## src/rtl/ps2_kb_controller.sv

```systemverilog
// PS/2 keyboard receive controller: synchronised and filtered line inputs, an 11-bit frame
// deframer with parity, framing and timeout checks, a scan-code FIFO and a CPU register window.
module ps2_kb_controller #(
    parameter int FIFO_DEPTH = 8,
    parameter int FILTER     = 4,
    parameter int TIMEOUT    = 4096
) (
    input  logic       CLK,
    input  logic       RST,
    input  logic       KB_CLK,
    input  logic       KB_DATA,
    input  logic       CS,
    input  logic [1:0] ADDR,
    input  logic       R,
    input  logic       W,
    input  logic [7:0] DIN,
    output logic [7:0] DOUT,
    output logic       DOE,
    output logic       INT_N
);
    localparam int AW = $clog2(FIFO_DEPTH);
    localparam int CW = $clog2(FIFO_DEPTH + 1);
    localparam int FW = $clog2(FILTER + 1);
    localparam int TW = $clog2(TIMEOUT + 1);

    localparam logic [1:0] S_IDLE   = 2'd0;
    localparam logic [1:0] S_DATA   = 2'd1;
    localparam logic [1:0] S_PARITY = 2'd2;
    localparam logic [1:0] S_STOP   = 2'd3;

    logic [1:0]    kc_sync, kd_sync;
    logic          clk_s, data_s, clk_f, flt_hit, bit_ev;
    logic [FW-1:0] fcnt;
    logic [1:0]    state;
    logic [2:0]    bitcnt;
    logic [7:0]    shreg;
    logic          frm_bad;
    logic [TW-1:0] tcnt;
    logic          push_req, perr_set, ferr_set, tout_set;
    logic          rd_q, rd_qq, wr_q, wr_ev, flush, clr, pop;
    logic          do_push, do_pop, ovr_set, full, avail;
    logic [7:0]    mem [FIFO_DEPTH];
    logic [AW-1:0] wptr, rptr;
    logic [CW-1:0] count;
    logic          perr, ferr, ovr, tout, ien;
    logic [7:0]    status;

    assign clk_s = kc_sync[1];
    assign data_s = kd_sync[1];

    always_ff @(posedge CLK or negedge RST) begin
        if (!RST) begin
            kc_sync <= 2'b11;
            kd_sync <= 2'b11;
        end else begin
            kc_sync <= {kc_sync[0], KB_CLK};
            kd_sync <= {kd_sync[0], KB_DATA};
        end
    end

    // A new clock level is accepted on the FILTER-th consecutive differing sample.
    assign flt_hit = (clk_s != clk_f) && (fcnt == FW'(FILTER - 1));
    assign bit_ev  = flt_hit && clk_f;

    always_ff @(posedge CLK or negedge RST) begin
        if (!RST) begin
            clk_f <= 1'b1;
            fcnt  <= '0;
        end else if (clk_s == clk_f) begin
            fcnt <= '0;
        end else if (flt_hit) begin
            clk_f <= clk_s;
            fcnt  <= '0;
        end else begin
            fcnt <= fcnt + FW'(1);
        end
    end

    always_comb begin
        push_req = 1'b0;
        perr_set = 1'b0;
        ferr_set = 1'b0;
        tout_set = (state != S_IDLE) && !bit_ev && (tcnt == TW'(TIMEOUT));
        if (bit_ev) begin
            case (state)
                S_PARITY: perr_set = ~(^{shreg, data_s});
                S_STOP: begin
                    ferr_set = ~data_s;
                    push_req = data_s & ~frm_bad;
                end
                default: ;
            endcase
        end
    end

    always_ff @(posedge CLK or negedge RST) begin
        if (!RST) begin
            state   <= S_IDLE;
            bitcnt  <= '0;
            shreg   <= '0;
            frm_bad <= 1'b0;
            tcnt    <= '0;
        end else begin
            if (state == S_IDLE || bit_ev || tout_set) tcnt <= '0;
            else tcnt <= tcnt + TW'(1);

            if (tout_set) begin
                state <= S_IDLE;
                shreg <= '0;
            end else if (bit_ev) begin
                case (state)
                    S_IDLE: if (!data_s) begin
                        state   <= S_DATA;
                        bitcnt  <= '0;
                        frm_bad <= 1'b0;
                    end
                    S_DATA: begin
                        shreg  <= {data_s, shreg[7:1]};
                        bitcnt <= bitcnt + 3'd1;
                        if (bitcnt == 3'd7) state <= S_PARITY;
                    end
                    S_PARITY: begin
                        frm_bad <= perr_set;
                        state   <= S_STOP;
                    end
                    default: state <= S_IDLE;
                endcase
            end
        end
    end

    // A data-register read pops once, on the cycle after its registered strobe falls.
    assign pop   = rd_qq & ~rd_q & (count != '0);
    assign wr_ev = CS & ~W & ~wr_q & (ADDR == 2'd1);
    assign flush = wr_ev & DIN[1];
    assign clr   = wr_ev & DIN[7];

    always_ff @(posedge CLK or negedge RST) begin
        if (!RST) begin
            rd_q  <= 1'b0;
            rd_qq <= 1'b0;
            wr_q  <= 1'b0;
        end else begin
            rd_q  <= CS & ~R & (ADDR == 2'd0);
            rd_qq <= rd_q;
            wr_q  <= CS & ~W;
        end
    end

    assign full    = (count == CW'(FIFO_DEPTH));
    assign avail   = (count != '0);
    assign do_push = push_req & ~flush & (~full | pop);
    assign do_pop  = pop & ~flush;
    assign ovr_set = push_req & ~flush & full & ~pop;

    always_ff @(posedge CLK) begin
        if (do_push) mem[wptr] <= shreg;
    end

    always_ff @(posedge CLK or negedge RST) begin
        if (!RST) begin
            wptr  <= '0;
            rptr  <= '0;
            count <= '0;
        end else if (flush) begin
            wptr  <= '0;
            rptr  <= '0;
            count <= '0;
        end else begin
            if (do_push) wptr <= wptr + AW'(1);
            if (do_pop) rptr <= rptr + AW'(1);
            case ({do_push, do_pop})
                2'b10:   count <= count + CW'(1);
                2'b01:   count <= count - CW'(1);
                default: ;
            endcase
        end
    end

    // Error events take priority over a same-cycle software clear.
    always_ff @(posedge CLK or negedge RST) begin
        if (!RST) begin
            perr  <= 1'b0;
            ferr  <= 1'b0;
            ovr   <= 1'b0;
            tout  <= 1'b0;
            ien   <= 1'b0;
            INT_N <= 1'b1;
        end else begin
            perr  <= perr_set | (perr & ~clr);
            ferr  <= ferr_set | (ferr & ~clr);
            ovr   <= ovr_set | (ovr & ~clr);
            tout  <= tout_set | (tout & ~clr);
            if (wr_ev) ien <= DIN[0];
            INT_N <= ~(ien & (avail | perr | ferr | ovr | tout));
        end
    end

    assign status = {state != S_IDLE, ien, tout, ovr, ferr, perr, full, avail};
    assign DOE    = CS & ~R;

    always_comb begin
        DOUT = 8'h00;
        case (ADDR)
            2'd0:    if (avail) DOUT = mem[rptr];
            2'd1:    DOUT = status;
            2'd2:    DOUT = 8'(count);
            default: DOUT = 8'h00;
        endcase
    end
endmodule

```

## config.mk

```make
export PLATFORM = sky130hd
export DESIGN_NAME = ps2_kb_controller
export DESIGN_NICKNAME = d
export VERILOG_FILES = /design/src/rtl/ps2_kb_controller.sv
export SDC_FILE = /design/constraint.sdc
export NUM_CORES = 1
export LEC_CHECK = 0
export BUFFER_PORTS_ARGS = -buffer_cell sky130_fd_sc_hd__buf_2
export CORE_MARGIN = 2
export CORE_UTILIZATION = 65
export CTS_CLUSTER_SIZE = 14
export DETAILED_ROUTE_END_ITERATION = 6
export PLACE_DENSITY = 0.9
export SLEW_MARGIN = 20
export SYNTH_ARGS = -nofsm -noshare
export SYNTH_HDL_FRONTEND = slang
export SYNTH_SLANG_ARGS = --single-unit
export TNS_END_PERCENT = 10
```

## constraint.sdc

```tcl
create_clock -name CLK -period 3.9 [get_ports CLK]
set_clock_uncertainty 0.05 [all_clocks]
set_input_delay 0.78 -clock CLK [delete_from_list [all_inputs] [get_ports CLK]]
set_output_delay 0.78 -clock CLK [all_outputs]
set_load 0.01 [all_outputs]
```

# Word-level counts from Yosys, hierarchy flattened
# Memory sizes are Yosys's and may differ from the RTL's.
# Cells that the tools add are included.
# op_classes
bitwise	43
add_sub_neg	7
n_eq_ne	16
n_reduce_logical	24
mux	31
# ops
op	n
8-bit 2-to-1 mux	4
8-bit case mux with 3 select lines	1
3-bit 2-to-1 mux	7
1-bit AND	20
1-bit NOT	14
2-bit nonzero test	7
13-bit by 1-bit adder with 13-bit output (second input constant)	1
13-bit equality test (second input constant)	1
13-bit 2-to-1 mux	1
3-bit by 1-bit adder with 3-bit output (second input constant)	4
1-bit 2-to-1 mux	9
1-bit OR	9
9-bit parity	1
2-bit equality test (second input constant)	4
2-bit 2-to-1 mux	4
4-bit case mux with 2 select lines	1
4-bit AND reduction	2
2-bit by 1-bit equality test with 1-bit output (second input constant)	3
3-bit != test (second input constant)	2
2-bit case mux with 3 select lines	1
3-bit case mux with 2 select lines	1
4-bit by 1-bit adder with 4-bit output (second input constant)	1
4-bit equality test (second input constant)	1
1-bit logical AND	4
15 further kinds	18
# totals
ram_bits	64
out_inout_bits	10
word_cells	143
reg_bits	54
input_bits	17
n_memories	1
# memory_table
name	words	word_bits	read_ports	rd_ports_with_merged_regs	wr	line_no	rtl
mem	8	8	1	0	1	42	logic [7:0] mem [FIFO_DEPTH];

# Longest topological paths before layout
# logic_depth
word_depth	11
ltp_mapped	11

# Least setup slack after synthesis
# Ideal clock, no wire load.
# synth_path
path_kind	in2reg
from	in W
to	reg count[2]
cell_stages	9
setup_slack_ps	1153
path_buffers	0
arrival_time_ps	2618
cell_sequence	and4bb_4 > nand3_1 > nand2_1 > xnor2_1 > ha_1 > or2_2 > a2111oi_0 > a31o_2 > mux2i_1
# synth_between
elab_chain_cells	11
# synth_rtl
item	line_no	rtl
start, declared	15	input logic W,
1-bit NOT *	134	assign wr_ev = CS & ~W & ~wr_q & (ADDR == 2'd1);
1-bit AND * (3 in series)	134	
1-bit AND *	135	assign flush = wr_ev & DIN[1];
1-bit NOT	152, 153	
1-bit AND (2 in series)	152	assign do_push = push_req & ~flush & (~full | pop);
2-bit by 1-bit equality test with 1-bit output or 2-bit equality test (tied branches)	172	case ({do_push, do_pop})
4-bit case mux with 2 select lines	172	
4-bit 2-to-1 mux	165	end else if (flush) begin
end signal, assigned	173	2'b10: count <= count + CW'(1);
end signal, assigned	174	2'b01: count <= count - CW'(1);
end, declared	44	logic [CW-1:0] count;
# Mark *: on every way between the ends. The rest lies on a longest branch, timed or not.
# A chain may end at the register's enable or synchronous reset.

# Worst setup path after layout
# layout_path
from	reg rptr[0]
to	out DOUT[7]
# layout_between
elab_chain_cells	3
# layout_rtl
item	line_no	rtl
start, declared	43	logic [AW-1:0] wptr, rptr;
start signal, assigned	171	if (do_pop) rptr <= rptr + AW'(1);
memory 8 x 8 bit	n/a	
8-bit 2-to-1 mux	205	2'd0: if (avail) DOUT = mem[rptr];
8-bit case mux with 3 select lines	204	case (ADDR)
end, declared	17	output logic [7:0] DOUT,
# Every way passes these cells.

==> flow_metrics.tcl <==
set metrics [dict create \
    crit_path_top_delay_cell "dfrtp_1" \
    layout.nets 446 \
    fp.dieArea_sq_um 8870 \
    place.gp.congestion 0.953 \
    power_mw 3.78 \
    start_util 0.677 \
    maxCapViolCount 0 \
    cp_max_fo 11 \
    cts_tree "done" \
    critPathKind "reg -> out" \
    via_per_inst 6.58 \
    clock_latency_ps 510 \
    endpoint_kind "output pin" \
    drc 0 \
    htreeDepth 4 \
    seqCellArea_sq_um 3280 \
    cts_resized 0 \
    ys_async_sr_fraction 0.458 \
    clockBufferDepth 2 \
    cp-start-kind "register" \
    ys_ff_latch 118 \
    setup_tns_ps 0 \
    fmax_ghz 0.283 \
    finalWirelength_microns 12100 \
    setup_ws_ps 369 \
    drv_slew 0 \
    nFillCells 432 \
    period_minus_slack_ps 3530 \
    pre_cts_ws_ps 813 \
    finalHoldViolCount 0 \
    wl_met2_microns 6300 \
    path_clk_slew_ps 60 \
    cts-root-buf "clkbuf_8" \
    routed-wl-met3_microns 758 \
    yosysUniqueCellTypes 54 \
    rsz0062_at_grt "false" \
    crit_path_start "rptr[0]" \
    num_vias 3502 \
    ir_worst_vdd_v 0.000480 \
    synth_fp_nets 417 \
    hold_buffers 0 \
    dp_hpwl_microns 7320 \
    core_area_sq_um 7810 \
    die_w_microns 94.2 \
    slew_headroom 0.403 \
    drive_gt1_frac 0.207 \
    syn_area_sq_um 5290 \
    post_cts_buffers 0 \
    top_layer "met4" \
    hold_class "in -> async" \
    antenna_found_initial 0 \
    multi_input_area_sq_um 1900 \
    syn_avg_cell_area_sq_um 13.6 \
    r2r-end "mem[4][6]" \
    area_delta_synth_final_pct 14.6 \
    grt_usage 0.300 \
    grt_pass1_wl_microns 19100 \
    synth_edf_count 64 \
    io_pins 27 \
    reg2reg_setup_slack_ps 840 \
    finalSetupViolCount 0 \
    drt_iter0_markers 359 \
    ys.warnings.count 0 \
    syn-instance-count 388 \
    rows 32 \
    met1_length_microns 4790 \
    r2r_start "fcnt[0]" \
    ant_nets 0 \
    synth_ff_type "edfxtp_1" \
    clock_sinks 118 \
    antenna_cells 0 \
    gr-total-overflow 0 \
    die-height_microns 94.2 \
    cp_cell_sequence "buf_4 > mux4_2 > mux2i_1 > o22ai_1 > buf_2" \
    synth_top_area_share 0.364 \
    synth_seq_area_share 0.621 \
    pwr_density_cell_nw_per_um2 624 \
    ys_top_cells_by_area "edfxtp_1, dfrtp_1, mux4_2" \
    reg2regPathDepth 5 \
    cpPeakStageDelay_ps 780 \
    worst_pin_slew_ps 892 \
    yosysTopAreaCell "edfxtp_1" \
    grt_max_degree 35 \
    layout_worst_path_cycle_share 0.905 \
    numCtsBuffers 17 \
    arrival_ps 2700 \
    worstPathRequired_ps 3070 \
    crit_path_end "DOUT[7]" \
    post_drt_wl_per_cell_microns 22.7 \
    grt_pass1_vias 3515 \
    port_buffers 21 \
    cellLeakagePower_nw 2.37 \
    first_pass_iters 5 \
    status "finished clean" \
]
==> per-stage QoR <==
stage / std cells / util / instance area [sq um] / hold WS [ps]
6_report: 532 / 0.776 / 6060 / 307
4_1_cts: 532 / 0.776 / 6060 / 305
3_3_place_gp: 500 / 0.701 / 5480 / 296
2_1_floorplan: 388 / - / 5290 / 295
5_1_grt: 532 / 0.776 / 6060 / 305
3_5_place_dp: 500 / 0.701 / 5480 / 298
==> worst max-delay path, delay by kind of cell, from the launching register on <==
family	cells	cell delay (ps)
multiplexers	2	770
AO/OA/AOI/OAI	1	120
flip-flops	1	780
buffers and inverters	2	510
==> worst min-delay path by stage <==
stage | from | to | slack [ps] | cells past startpoint
floorplan | kc_sync[0] | kc_sync[1] | 300 | 0
finish | RST | tcnt[3] | 310 | 1
global placement | kd_sync[0] | kd_sync[1] | 300 | 0
CTS | RST | tcnt[5] | 310 | 1
global route | kc_sync[0] | kc_sync[1] | 310 | 0
detailed placement | kc_sync[0] | kc_sync[1] | 300 | 0
==> synthesized netlist by cell type (all sizes together) (3+ instances only) <==
library cell,instances
and3,5
buf,6
inv,12
nand2b,6
mux2i,14
dfrtp,48
nand4,6
or3,4
o21ai,13
clkbuf,8
xnor2,9
nand3,18
nor2b,7
nand2,34
dfstp,6
and2,4
mux4,16
a32o,3
edfxtp,64
or4,4
nor3,8
o31ai,5
a21oi,16
ha,12
xor2,7
nor2,23
mux2,4
==> cell usage in the layout (no fill, tap or decap), types with 4 or more instances in the layout <==
cell        instances
edfxtp_1           64
dfrtp_1            48
nand2_1            34
nor2_1             23
buf_2              21
nand3_1            18
mux4_2             16
a21oi_1            16
clkbuf_16          16
mux2i_1            14
o21ai_0            13
inv_1              12
ha_1               12
xnor2_1             9
nor2b_1             7
xor2_1              7
dfstp_2             6
nand2b_1            6
nand4_1             6
nor3_1              6
clkinvlp_4          6
o31ai_1             5
and2_1              4
and3_1              4
or3_1               4
mux2_2              4
==> kinds of logic after synthesis <==
family                   Yosys count  share of synthesized area
AND/OR/NAND/NOR                  129                      0.131
adder cells (fa/ha/maj)           12                     0.0284
buffers and inverters             26                     0.0208
flip-flops                       118                      0.621
multiplexers                      34                      0.103
AO/OA/AOI/OAI                     51                     0.0608
XOR/XNOR                          18                     0.0353
==> metal layers <==
layer	GRT usage	up-vias
met5	0	-
met4	0.0990	0
met3	0.0682	28
met2	0.510	187
met1	0.386	1776
li1	-	1511
==> flip-flops by register name (all words and copies together), names as in the netlist, 2 cells and up <==
name     count
count        4
wptr         3
tcnt        13
fcnt         3
kd_sync      2
kc_sync      2
rptr         3
bitcnt       3
state        2
shreg        8
mem         64
==> layout make-up <==
| class | instances | area share |
|---|---|---|
| Clock buffer | 19 | 0.0696 |
| Clock inverter | 13 | 0.0262 |
| Multi-Input combinational cell | 244 | 0.313 |
| Sequential cell | 118 | 0.542 |
| Timing Repair Buffer | 24 | 0.0211 |
| Inverter | 12 | 0.00744 |
| Tap cell | 102 | 0.0211 |
==> report_power, final <==
group	switching [mW]	internal (mW)	leakage, nW
clock network	0.548	0.968	0.266
logic	0.352	0.326	0.796
registers	0.191	1.39	1.30
Note: power is estimated with default switching activity, not from simulation.
